--- config.mk ---
export PLATFORM = sky130hd
export DESIGN_NAME = fsm_ones_sched_flat
export DESIGN_NICKNAME = d
export VERILOG_FILES = /design/src/rtl/fsm_ones_sched_if.sv /design/src/rtl/fsm_ones_sched.sv /design/src/flat_wrapper.sv
export SDC_FILE = /design/constraint.sdc
export NUM_CORES = 1
export LEC_CHECK = 0
export CORE_MARGIN = 3
export CORE_UTILIZATION = 28
export DETAILED_ROUTE_END_ITERATION = 7
export HOLD_SLACK_MARGIN = 0.03
export PLACE_DENSITY_LB_ADDON = 0.2
export SYNTH_ARGS = -nofsm -noshare
export SYNTH_HDL_FRONTEND = slang
export SYNTH_SLANG_ARGS = --single-unit
--- constraint.sdc ---
create_clock -name clk -period 1.76 [get_ports clk]
set_clock_uncertainty 0.05 [all_clocks]
set_input_delay 0.176 -clock clk [delete_from_list [all_inputs] [get_ports clk]]
set_output_delay 0.176 -clock clk [all_outputs]
set_load 0.1 [all_outputs]
--- src/rtl/fsm_ones_sched_if.sv ---
// Bus between the ones-detector scheduler, its serial requesters and the shared detector.
// Carries requests, grants, detector hookup, the per-frame result and a debug view of the FSM state.
interface fsm_ones_sched_if #(
  parameter int N_CH  = 4,
  parameter int CNT_W = 8
);
  localparam int CH_W = (N_CH > 1) ? $clog2(N_CH) : 1;

  // Transfer rule: a bit (with its last flag) moves in every cycle gnt[c] is high;
  // req[c] is the valid side and stays up until that channel's last has moved.
  logic [N_CH-1:0]  req;
  logic [N_CH-1:0]  bit_in;
  logic [N_CH-1:0]  last;
  logic [N_CH-1:0]  gnt;
  logic             det_data;
  logic             det_reset_n;
  logic             det_detect;
  logic             hit_valid;
  logic [CH_W-1:0]  hit_ch;
  logic [CNT_W-1:0] hit_count;
  logic             hit_err;
  logic             busy;
  logic [2:0]       dbg_state;

  modport master (
    input  req, bit_in, last, det_detect,
    output gnt, det_data, det_reset_n, hit_valid, hit_ch, hit_count, hit_err, busy, dbg_state
  );

  modport slave (
    output req, bit_in, last, det_detect,
    input  gnt, det_data, det_reset_n, hit_valid, hit_ch, hit_count, hit_err, busy, dbg_state
  );
endinterface

--- src/rtl/fsm_ones_sched.sv ---
// Round-robin scheduler sharing one three-ones Moore detector among N_CH serial requesters.
// Optional frame watchdog (MAX_LEN bits) is enabled by defining FSM_SCHED_TIMEOUT_EN.
module fsm_ones_sched #(
  parameter int N_CH    = 4,
  parameter int CNT_W   = 8,
  parameter int MAX_LEN = 64
) (
  input  logic               clk,
  input  logic               reset,
  fsm_ones_sched_if.master   bus
);
  localparam int CH_W = (N_CH > 1) ? $clog2(N_CH) : 1;
  localparam logic [CH_W:0]   N_CH_V = (CH_W + 1)'(N_CH);
  localparam logic [CH_W-1:0] LAST_CH = CH_W'(N_CH - 1);

  typedef enum logic [2:0] {IDLE, CLR, RUN, DRAIN, REPORT} state_t;

  if (MAX_LEN < 1) begin : g_len_chk
    $error("MAX_LEN must be at least 1");
  end

  state_t           state, state_nx;
  logic [CH_W-1:0]  ptr, cur, pick;
  logic             pick_ok;
  logic [CH_W:0]    sum;
  logic [CNT_W-1:0] cnt;
  logic             cnt_inc;
  logic             det_rst_n_q;
  logic [N_CH-1:0]  gnt;
  logic             det_data;

  // First requester at or after ptr; scanning downward lets the nearest one win.
  always_comb begin
    pick    = '0;
    pick_ok = 1'b0;
    sum     = '0;
    for (int i = N_CH - 1; i >= 0; i--) begin
      sum = {1'b0, ptr} + (CH_W + 1)'(i);
      if (sum >= N_CH_V) sum = sum - N_CH_V;
      if (bus.req[sum[CH_W-1:0]]) begin
        pick    = sum[CH_W-1:0];
        pick_ok = 1'b1;
      end
    end
  end

`ifdef FSM_SCHED_TIMEOUT_EN
  localparam int BCNT_W = (MAX_LEN > 1) ? $clog2(MAX_LEN) : 1;
  logic [BCNT_W-1:0] bcnt;
  logic              timeout;
  logic              err;
`endif

  always_comb begin
    state_nx = state;
    gnt      = '0;
    det_data = 1'b0;
    cnt_inc  = 1'b0;
`ifdef FSM_SCHED_TIMEOUT_EN
    timeout  = 1'b0;
`endif
    case (state)
      IDLE:   if (pick_ok) state_nx = CLR;
      CLR:    state_nx = RUN;
      RUN: begin
        gnt[cur] = 1'b1;
        det_data = bus.bit_in[cur];
        cnt_inc  = bus.det_detect;
        if (bus.last[cur]) begin
          state_nx = DRAIN;
        end
`ifdef FSM_SCHED_TIMEOUT_EN
        else if (bcnt == BCNT_W'(MAX_LEN - 1)) begin
          state_nx = DRAIN;
          timeout  = 1'b1;
        end
`endif
      end
      // The detector answers the final bit one cycle late; DRAIN catches that answer.
      DRAIN: begin
        cnt_inc  = bus.det_detect;
        state_nx = REPORT;
      end
      REPORT: state_nx = IDLE;
      default: state_nx = IDLE;
    endcase
  end

  always_ff @(posedge clk or posedge reset) begin
    if (reset) begin
      state       <= IDLE;
      ptr         <= '0;
      cur         <= '0;
      cnt         <= '0;
      det_rst_n_q <= 1'b0;
    end else begin
      state       <= state_nx;
      det_rst_n_q <= (state_nx != CLR);
      if (state == IDLE && pick_ok) begin
        cur <= pick;
        cnt <= '0;
      end
      if (cnt_inc && (cnt != '1)) cnt <= cnt + 1'b1;
      if (state == REPORT) ptr <= (cur == LAST_CH) ? '0 : cur + 1'b1;
    end
  end

`ifdef FSM_SCHED_TIMEOUT_EN
  always_ff @(posedge clk or posedge reset) begin
    if (reset) begin
      bcnt <= '0;
      err  <= 1'b0;
    end else begin
      if (state == IDLE && pick_ok) begin
        bcnt <= '0;
        err  <= 1'b0;
      end else if (state == RUN) begin
        bcnt <= bcnt + 1'b1;
      end
      if (timeout) err <= 1'b1;
    end
  end
  assign bus.hit_err = (state == REPORT) && err;
`else
  assign bus.hit_err = 1'b0;
`endif

  assign bus.gnt         = gnt;
  assign bus.det_data    = det_data;
  assign bus.det_reset_n = det_rst_n_q;
  assign bus.hit_valid   = (state == REPORT);
  assign bus.hit_ch      = cur;
  assign bus.hit_count   = cnt;
  assign bus.busy        = (state != IDLE);
  assign bus.dbg_state   = state;
endmodule

--- src/flat_wrapper.sv ---
// flat-port wrapper written by rule: the top's interface ports become plain ports
module fsm_ones_sched_flat 
#(
  parameter int N_CH    = 4,
  parameter int CNT_W   = 8,
  parameter int MAX_LEN = 64
)
  (clk, reset, bus_req, bus_bit_in, bus_last, bus_det_detect, bus_gnt, bus_det_data, bus_det_reset_n, bus_hit_valid, bus_hit_ch, bus_hit_count, bus_hit_err, bus_busy, bus_dbg_state);
  fsm_ones_sched_if #(.N_CH(N_CH), .CNT_W(CNT_W)) bus_i ();
  input  logic clk;
  input  logic reset;
  input wire logic [$bits(bus_i.req)-1:0] bus_req;
  input wire logic [$bits(bus_i.bit_in)-1:0] bus_bit_in;
  input wire logic [$bits(bus_i.last)-1:0] bus_last;
  input wire logic [$bits(bus_i.det_detect)-1:0] bus_det_detect;
  output wire logic [$bits(bus_i.gnt)-1:0] bus_gnt;
  output wire logic [$bits(bus_i.det_data)-1:0] bus_det_data;
  output wire logic [$bits(bus_i.det_reset_n)-1:0] bus_det_reset_n;
  output wire logic [$bits(bus_i.hit_valid)-1:0] bus_hit_valid;
  output wire logic [$bits(bus_i.hit_ch)-1:0] bus_hit_ch;
  output wire logic [$bits(bus_i.hit_count)-1:0] bus_hit_count;
  output wire logic [$bits(bus_i.hit_err)-1:0] bus_hit_err;
  output wire logic [$bits(bus_i.busy)-1:0] bus_busy;
  output wire logic [$bits(bus_i.dbg_state)-1:0] bus_dbg_state;
  assign bus_i.req = bus_req;
  assign bus_i.bit_in = bus_bit_in;
  assign bus_i.last = bus_last;
  assign bus_i.det_detect = bus_det_detect;
  assign bus_gnt = bus_i.gnt;
  assign bus_det_data = bus_i.det_data;
  assign bus_det_reset_n = bus_i.det_reset_n;
  assign bus_hit_valid = bus_i.hit_valid;
  assign bus_hit_ch = bus_i.hit_ch;
  assign bus_hit_count = bus_i.hit_count;
  assign bus_hit_err = bus_i.hit_err;
  assign bus_busy = bus_i.busy;
  assign bus_dbg_state = bus_i.dbg_state;
  fsm_ones_sched #(.N_CH(N_CH), .CNT_W(CNT_W), .MAX_LEN(MAX_LEN)) u_core (.clk(clk), .reset(reset), .bus(bus_i));
endmodule
==> results of run 1 <==
[placed cells by master (no fill, tap or decap), types with 4 or more instances in the layout]
master,count
sky130_fd_sc_hd__inv_1,5
sky130_fd_sc_hd__dfrtp_4,4
sky130_fd_sc_hd__o21ai_1,5
sky130_fd_sc_hd__and2_4,5
sky130_fd_sc_hd__clkdlybuf4s50_1,14
sky130_fd_sc_hd__ha_1,5
sky130_fd_sc_hd__dfrtp_2,9
sky130_fd_sc_hd__buf_4,6
sky130_fd_sc_hd__nand2_1,10
sky130_fd_sc_hd__nand3_1,9
sky130_fd_sc_hd__buf_12,20
sky130_fd_sc_hd__nor2_1,8
sky130_fd_sc_hd__a21oi_1,5
[power breakdown]
part | switching [W] | internal (W) | leakage [nW]
combinational | 0.00143 | 0.000849 | 0.489
clock | 0.000122 | 0.000126 | 0.0210
sequential | 0.000185 | 0.000509 | 0.189
total | 0.00174 | 0.00148 | 0.699
[how the worst max path moves through the flow]
stage	from	slack, ps	end
floorplan	u_core.bus.dbg_state[0]	-190	u_core.bus.hit_count[6]
global route	u_core.bus.hit_ch[0]	-10	bus_det_data
CTS	u_core.bus.hit_ch[0]	4	bus_det_data
global placement	bus_bit_in[3]	140	bus_det_data
finish	u_core.bus.hit_ch[0]	30	bus_det_data
detailed placement	bus_bit_in[3]	120	bus_det_data
[timing repair]
action                     CTS  global route
pin swaps                    0             1
resized for setup            2             0
hold endpoints to repair     0             0
setup buffers                0             2
setup endpoints to repair    5             5
[area by class of cell]
class / count / area share (%)
inverter: 6 / 1.55
timing repair buffer: 40 / 34.6
sequential: 16 / 25.2
multi-input combinational: 80 / 33.2
clock buffer: 4 / 2.14
tap: 44 / 3.25
[per-stage QoR]
stage | TNS, ps | hold WS (ps) | instance area (µm²) | total power [W] | utilization, %
floorplan | -1740 | 39.2 | 1030 | 0.00217 | -
global placement | 0 | 478 | 1650 | 0.00297 | 51.5
detailed placement | 0 | 487 | 1650 | 0.00298 | 51.5
CTS | 0 | 204 | 1680 | 0.00321 | 52.3
global route | -13.7 | 249 | 1690 | 0.00338 | 52.8
finish | 0 | 185 | 1690 | 0.00322 | 52.8
[cells by family (layout without fill, tap and decap cells)]
kind of cell               count (synthesis)  after routing  share of synthesized area [%]
DFF                                       16             16                           40.9
xor gates and xnor gates                   3              3                           2.69
adders and majority gates                  5              5                           6.39
buffers and inverters                      9             50                           4.22
muxes                                      4              4                           6.78
and+or+nand+nor                           47             47                           25.4
other                                      1              1                          0.383
AOI/OAI and AO/OA                         20             20                           13.2
[sequential cells by signal, indices dropped and copies added (netlist names)]
register / cells
u_core.bus.hit_ch: 2
u_core.bus.dbg_state: 3
u_core.bus.det_reset_n: 1
u_core.ptr: 2
u_core.bus.hit_count: 8
[layer usage]
layer	up-vias	track usage (%)	share of wire (%)
met2	36	21.3	50
met1	443	16.0	42
li1	448	-	-
met3	4	2.39	6.6
met4	0	6.99	2.1
met5	-	0	0
[worst register-to-register path: cells and delay by family (launching register included)]
kind | cells | cell delay (ps)
compound gates | 2 | 400
flops | 1 | 480
fa+ha+maj | 1 | 230
simple gates | 2 | 180
buf+inv | 1 | 230
==> results.txt, run 1 <==
----------------------------------------------------
[Timing]
  Worst max-slew margin expressed relative to the limit ... 60.4%
  Worst setup slack after layout ... 30.3 ps
  Final setup violating endpoints ... 0
  Max frequency ... 0.578 GHz
  Number of hold violations in the final report ... 0
  Max Slew Vio Count ... 0
  RSZ-0062 raised after global routing ... yes
  Slew at the pin closest to its max-slew limit ... 594 ps
  Min Tclk post-route ... 1730 ps
  Share of the clock period used by the worst path after layout ... 98.3%

[Critical path]
  Endpoint type of the worst setup path ... output pin
  Stage delay of the slowest cell on the critical path ... 490 ps
  Combined buffer and inverter count along the critical path ... 1
  Data arrival time at the worst-slack endpoint ... 1500 ps
  Cells along the critical path ... mux4_2 -> and2_4 -> buf_12
  Beginning of the worst register-to-register path ... u_core.bus.hit_count[0]
  Maximum fanout encountered on the critical timing path ... 2
  Capture instance of the worst register-to-register path ... u_core.bus.hit_count[4]
  Number of cell instances on the worst register-to-register path ... 6
  CP required ... 1530 ps
  Reg-to-reg slack, setup ... 130 ps
  Critical path type ... register to output pin
  Family with the most delay on the worst path ... multiplexers
  Slowest CP cell ... sky130_fd_sc_hd__mux4_2
  Critical path depth in cells ... 3
  Startpoint type of the worst setup path ... register

[Logic synthesis]
  Share of the yosys chip area belonging to registers ... 40.9%
  Synth area leader ... sky130_fd_sc_hd__dfrtp_1
  Top post-synthesis cells by area ... sky130_fd_sc_hd__dfrtp_1 (41%), sky130_fd_sc_hd__ha_1 (6.4%), sky130_fd_sc_hd__nand3_1 (5.1%)
  Most frequent cell after synthesis ... sky130_fd_sc_hd__dfrtp_1
  Gate count of the mapped netlist ... 105
  Area share of the largest cell type after synthesis ... 40.9%
  Count of yosys warnings during synthesis ... 0
  Mean instance size in the synthesized netlist ... 9.32 µm²
  Share of flip-flops with an asynchronous set or reset after synthesis ... 100%
  Commonest register cell after synthesis ... sky130_fd_sc_hd__dfrtp_1
  Count of flip-flops with a built-in enable after synthesis ... 0
  Leading cell types by count after synthesis ... sky130_fd_sc_hd__dfrtp_1 (16), sky130_fd_sc_hd__nand2_1 (11), sky130_fd_sc_hd__nand3_1 (10), sky130_fd_sc_hd__nor2_1 (8)
  Netlist Area Pre-Place ... 978 µm²
  Yosys cell types ... 34
  Flip-flop and latch count after synthesis ... 16
  Net Count, Synth ... 125

[Floorplanning]
  Overall die area ... 0.00424 mm²
  Core outline area ... 0.00320 mm²
  Num ports ... 37
  Cell row count ... 20
  Initial Util ... 30.5%
  Die Span Y ... 65.1 µm
  Die outline width ... 65.1 µm

[Place]
  Count of input and output buffers ... 35
  Final GP Congestion ... 0.726
  Post-placement worst setup slack ... 124 ps
  DP Wirelength ... 1.87 mm
  Cell total after placement ... 186

[Layout]
  Area of the multi-input gates ... 562 µm²
  Post-layout net count ... 167
  Fillers ... 301
  Sequential cell area in the final layout ... 427 µm²
  Number of antenna repair diodes ... 0
  Area growth from synthesis to final layout ... 72.9%
  Layout cells sized above 1 ... 39.7%
  Non-filler cells, final ... 190

[Hold path]
  Class of the most critical hold timing path ... input port to async pin

[CTS]
  Clk pin slew, worst setup/hold paths ... 100 ps
  CTS Hold Buffers Added ... 0
  Source-to-sink clock delay at the later pin of the worst-skew pair ... 290 ps
  H-tree level count ... 1
  CTS tree ... yes
  Number of clock buffers inserted by TritonCTS ... 3
  Max Root-Sink Buffers ... 2
  CTS sink count ... 16
  Buffer type at the clock tree root ... sky130_fd_sc_hd__clkbuf_4

[Pwr]
  Peak supply drop ... 965 µV
  LEAKAGE ... 0.699 nW
  Cell Pwr Density ... 1900 mW/mm²

[Global routing]
  Global route overflow ... 0
  Overall routing resource usage ... 12.9%
  Initial antenna violation count ... 0
  Largest net degree at the start of global routing ... 17
  First-pass GRT wire length ... 4.30 mm
  Vias in the first global route ... 928

[Route]
  Post-DR vias/cell ... 4.90
  DRC errors left ... 0
  Aggregate routed wire length ... 2.45 mm
  DRT antenna net count ... 0
  Total number of vias ... 931
  Drt pass-1 iters ... 4
  Avg WL per Cell ... 12.9 µm
  Initial DRC Count ... 75

[Flow run]
  Max Cap Violations ... 0

[Status]
  Run status ... completed

----------------------------------------------------
Note: power is estimated with default switching activity, not from simulation.
==> inputs of run 2 (changes only) <==
- GPL_TIMING_DRIVEN: default -> 1
==> results of run 2 <==
No change in the layout: final DEF, timing and power equal those of run 1.
==> inputs of run 3 (changes only) <==
- CORE_UTILIZATION: 28 -> 42
==> run 3 against run 2 <==
  * Via count up 2.3%
  * Combinational power is essentially flat
  * Worst setup slack lost 19 ps
  * Global-route usage increased by 5.5 points
  * Critical path depth is the same
  * Core utilization increased by 27 points
  * Maximum frequency fell by 1.1%
==> results.txt, run 3 (synthesized netlist as in run 1, its figures left out) <==
----------------------------------------------------
[Status]
  Run status ... completed

[Timing]
  Setup TNS after final layout ... 0 ps
  Min Tclk post-route ... 1750 ps
  RSZ-0062 raised after global routing ... yes
  Worst max-slew margin expressed relative to the limit ... 61.0%
  Slew at the pin closest to its max-slew limit ... 584 ps
  Share of the clock period used by the worst path after layout ... 99.3%
  Max frequency ... 0.572 GHz
  Number of hold violations in the final report ... 0
  Max Slew Vio Count ... 0
  Final setup violating endpoints ... 0
  Worst setup slack after layout ... 11.5 ps

[Route]
  Aggregate routed wire length ... 2.56 mm
  DRT antenna net count ... 0
  Total number of vias ... 952
  Drt pass-1 iters ... 5
  Post-DR vias/cell ... 5.53
  Avg WL per Cell ... 14.9 µm
  Initial DRC Count ... 20
  DRC errors left ... 0

[CTS]
  Buffer type at the clock tree root ... sky130_fd_sc_hd__clkbuf_4
  Max Root-Sink Buffers ... 2
  Clk pin slew, worst setup/hold paths ... 90 ps
  Number of clock buffers inserted by TritonCTS ... 3
  CTS tree ... yes
  Source-to-sink clock delay at the later pin of the worst-skew pair ... 280 ps
  CTS sink count ... 16
  CTS Hold Buffers Added ... 0
  H-tree level count ... 1

[Pwr]
  Combinational power share ... 70.6%
  Sequential share of power ... 22.0%
  Clock Power Share ... 7.4%
  Cell Pwr Density ... 1930 mW/mm²
  Post-layout power ... 0.00322 W
  Peak supply drop ... 1330 µV
  LEAKAGE ... 0.695 nW
  Total internal power ... 0.00147 W
  Switching share of power ... 54.3%
  P_sw ... 0.00175 W

[Critical path]
  Beginning of the worst register-to-register path ... u_core.bus.dbg_state[0]
  Startpoint type of the worst setup path ... register
  Reg-to-reg slack, setup ... 100 ps
  Capture instance of the worst register-to-register path ... u_core.bus.hit_ch[0]
  Slowest CP cell ... sky130_fd_sc_hd__mux4_2
  Crit path launch ... u_core.bus.hit_ch[0]
  Endpoint type of the worst setup path ... output pin
  Data arrival time at the worst-slack endpoint ... 1520 ps
  Critical path type ... register to output pin
  Maximum fanout encountered on the critical timing path ... 2
  CP required ... 1530 ps
  Stage delay of the slowest cell on the critical path ... 510 ps
  Cells along the critical path ... mux4_2 -> and2_4 -> buf_12
  Number of cell instances on the worst register-to-register path ... 3

[Layout]
  Final core utilization ... 80.2%
  Area growth from synthesis to final layout ... 70.6%
  Number of antenna repair diodes ... 0
  Commonest non-fill, non-tap cell in the layout ... sky130_fd_sc_hd__buf_12
  Non-filler cells, final ... 172
  Layout cells sized above 1 ... 39.3%
  Fillers ... 125
  Most frequent cells in the layout ... sky130_fd_sc_hd__buf_12 (20), sky130_fd_sc_hd__clkdlybuf4s50_1 (14), sky130_fd_sc_hd__nand2_1 (10), sky130_fd_sc_hd__nand3_1 (9), sky130_fd_sc_hd__dfrtp_2 (9)
  Post-layout net count ... 166
  Max reg flops ... 8

[Floorplanning]
  Initial Util ... 47.0%
  Core outline area ... 0.00208 mm²
  Die Span Y ... 54.3 µm
  Num ports ... 37
  Overall die area ... 0.00294 mm²
  Cell row count ... 16
  Die outline width ... 54.3 µm

[Flow run]
  Max Cap Violations ... 0

[Global routing]
  Global route overflow ... 0
  Largest net degree at the start of global routing ... 17
  Initial antenna violation count ... 0
  Vias in the first global route ... 844
  First-pass GRT wire length ... 3.94 mm
  Overall routing resource usage ... 18.5%

[Place]
  Final GP Congestion ... 0.869
  Count of input and output buffers ... 35
  DP Wirelength ... 2.01 mm
  Post-placement worst setup slack ... 28.9 ps
  Cell total after placement ... 167

[Hold path]
  Class of the most critical hold timing path ... input port to async pin

----------------------------------------------------
run 3: through the flow:
stage / hold WS, ps / cell area, µm²
floorplan: 39.2 / 1030
global placement: 466 / 1610
detailed placement: 482 / 1610
CTS: 226 / 1660
global route: 231 / 1670
finish: 202 / 1670
run 3: worst max path at each step:
stage	to	slack [ps]	cells after the start
2_1_floorplan	u_core.bus.hit_count[6]	-190	5
3_3_place_gp	bus_det_data	60	3
3_5_place_dp	bus_det_data	30	3
4_1_cts	bus_det_data	8	3
5_1_grt	bus_det_data	-40	3
6_report	bus_det_data	10	3
run 3: worst max-delay path: cells and delay by family, from the launching register on:
kind / cells / cell delay (ps)
buf+inv: 1 / 160
simple gates: 1 / 180
flops: 1 / 390
mux: 1 / 510
run 3: layer usage:
layer  up-vias  routed length, µm  track usage, %
met5         -                  0               0
met4         0                 44            5.39
met3         7                132            4.36
met2        28               1260            27.5
met1       463               1120            26.5
li1        454                  -               -
run 3: cell type report:
type / instances / area [µm²] / share of cell area, %
clock buffers: 4 / 36.3 / 2.17
flip-flops and latches: 16 / 427 / 25.6
multi-input cells: 80 / 568 / 34.0
inverters: 6 / 26.3 / 1.57
well taps: 27 / 33.8 / 2.02
repair buffers: 39 / 578 / 34.6
run 3: repair_timing:
action,in CTS,in global routing
buffers inserted,0,1
setup endpoints to repair,5,5
resized for setup,3,0
run 3: power by group through the flow:
stage	logic, W	registers (W)	clock network (W)
final	0.00228	0.000708	0.000238
after global routing	0.00237	0.000736	0.000260
after CTS	0.00226	0.000707	0.000243
after detailed placement	0.00223	0.000702	0
after global placement	0.00220	0.000692	0
after floorplan	0.000902	0.00127	0
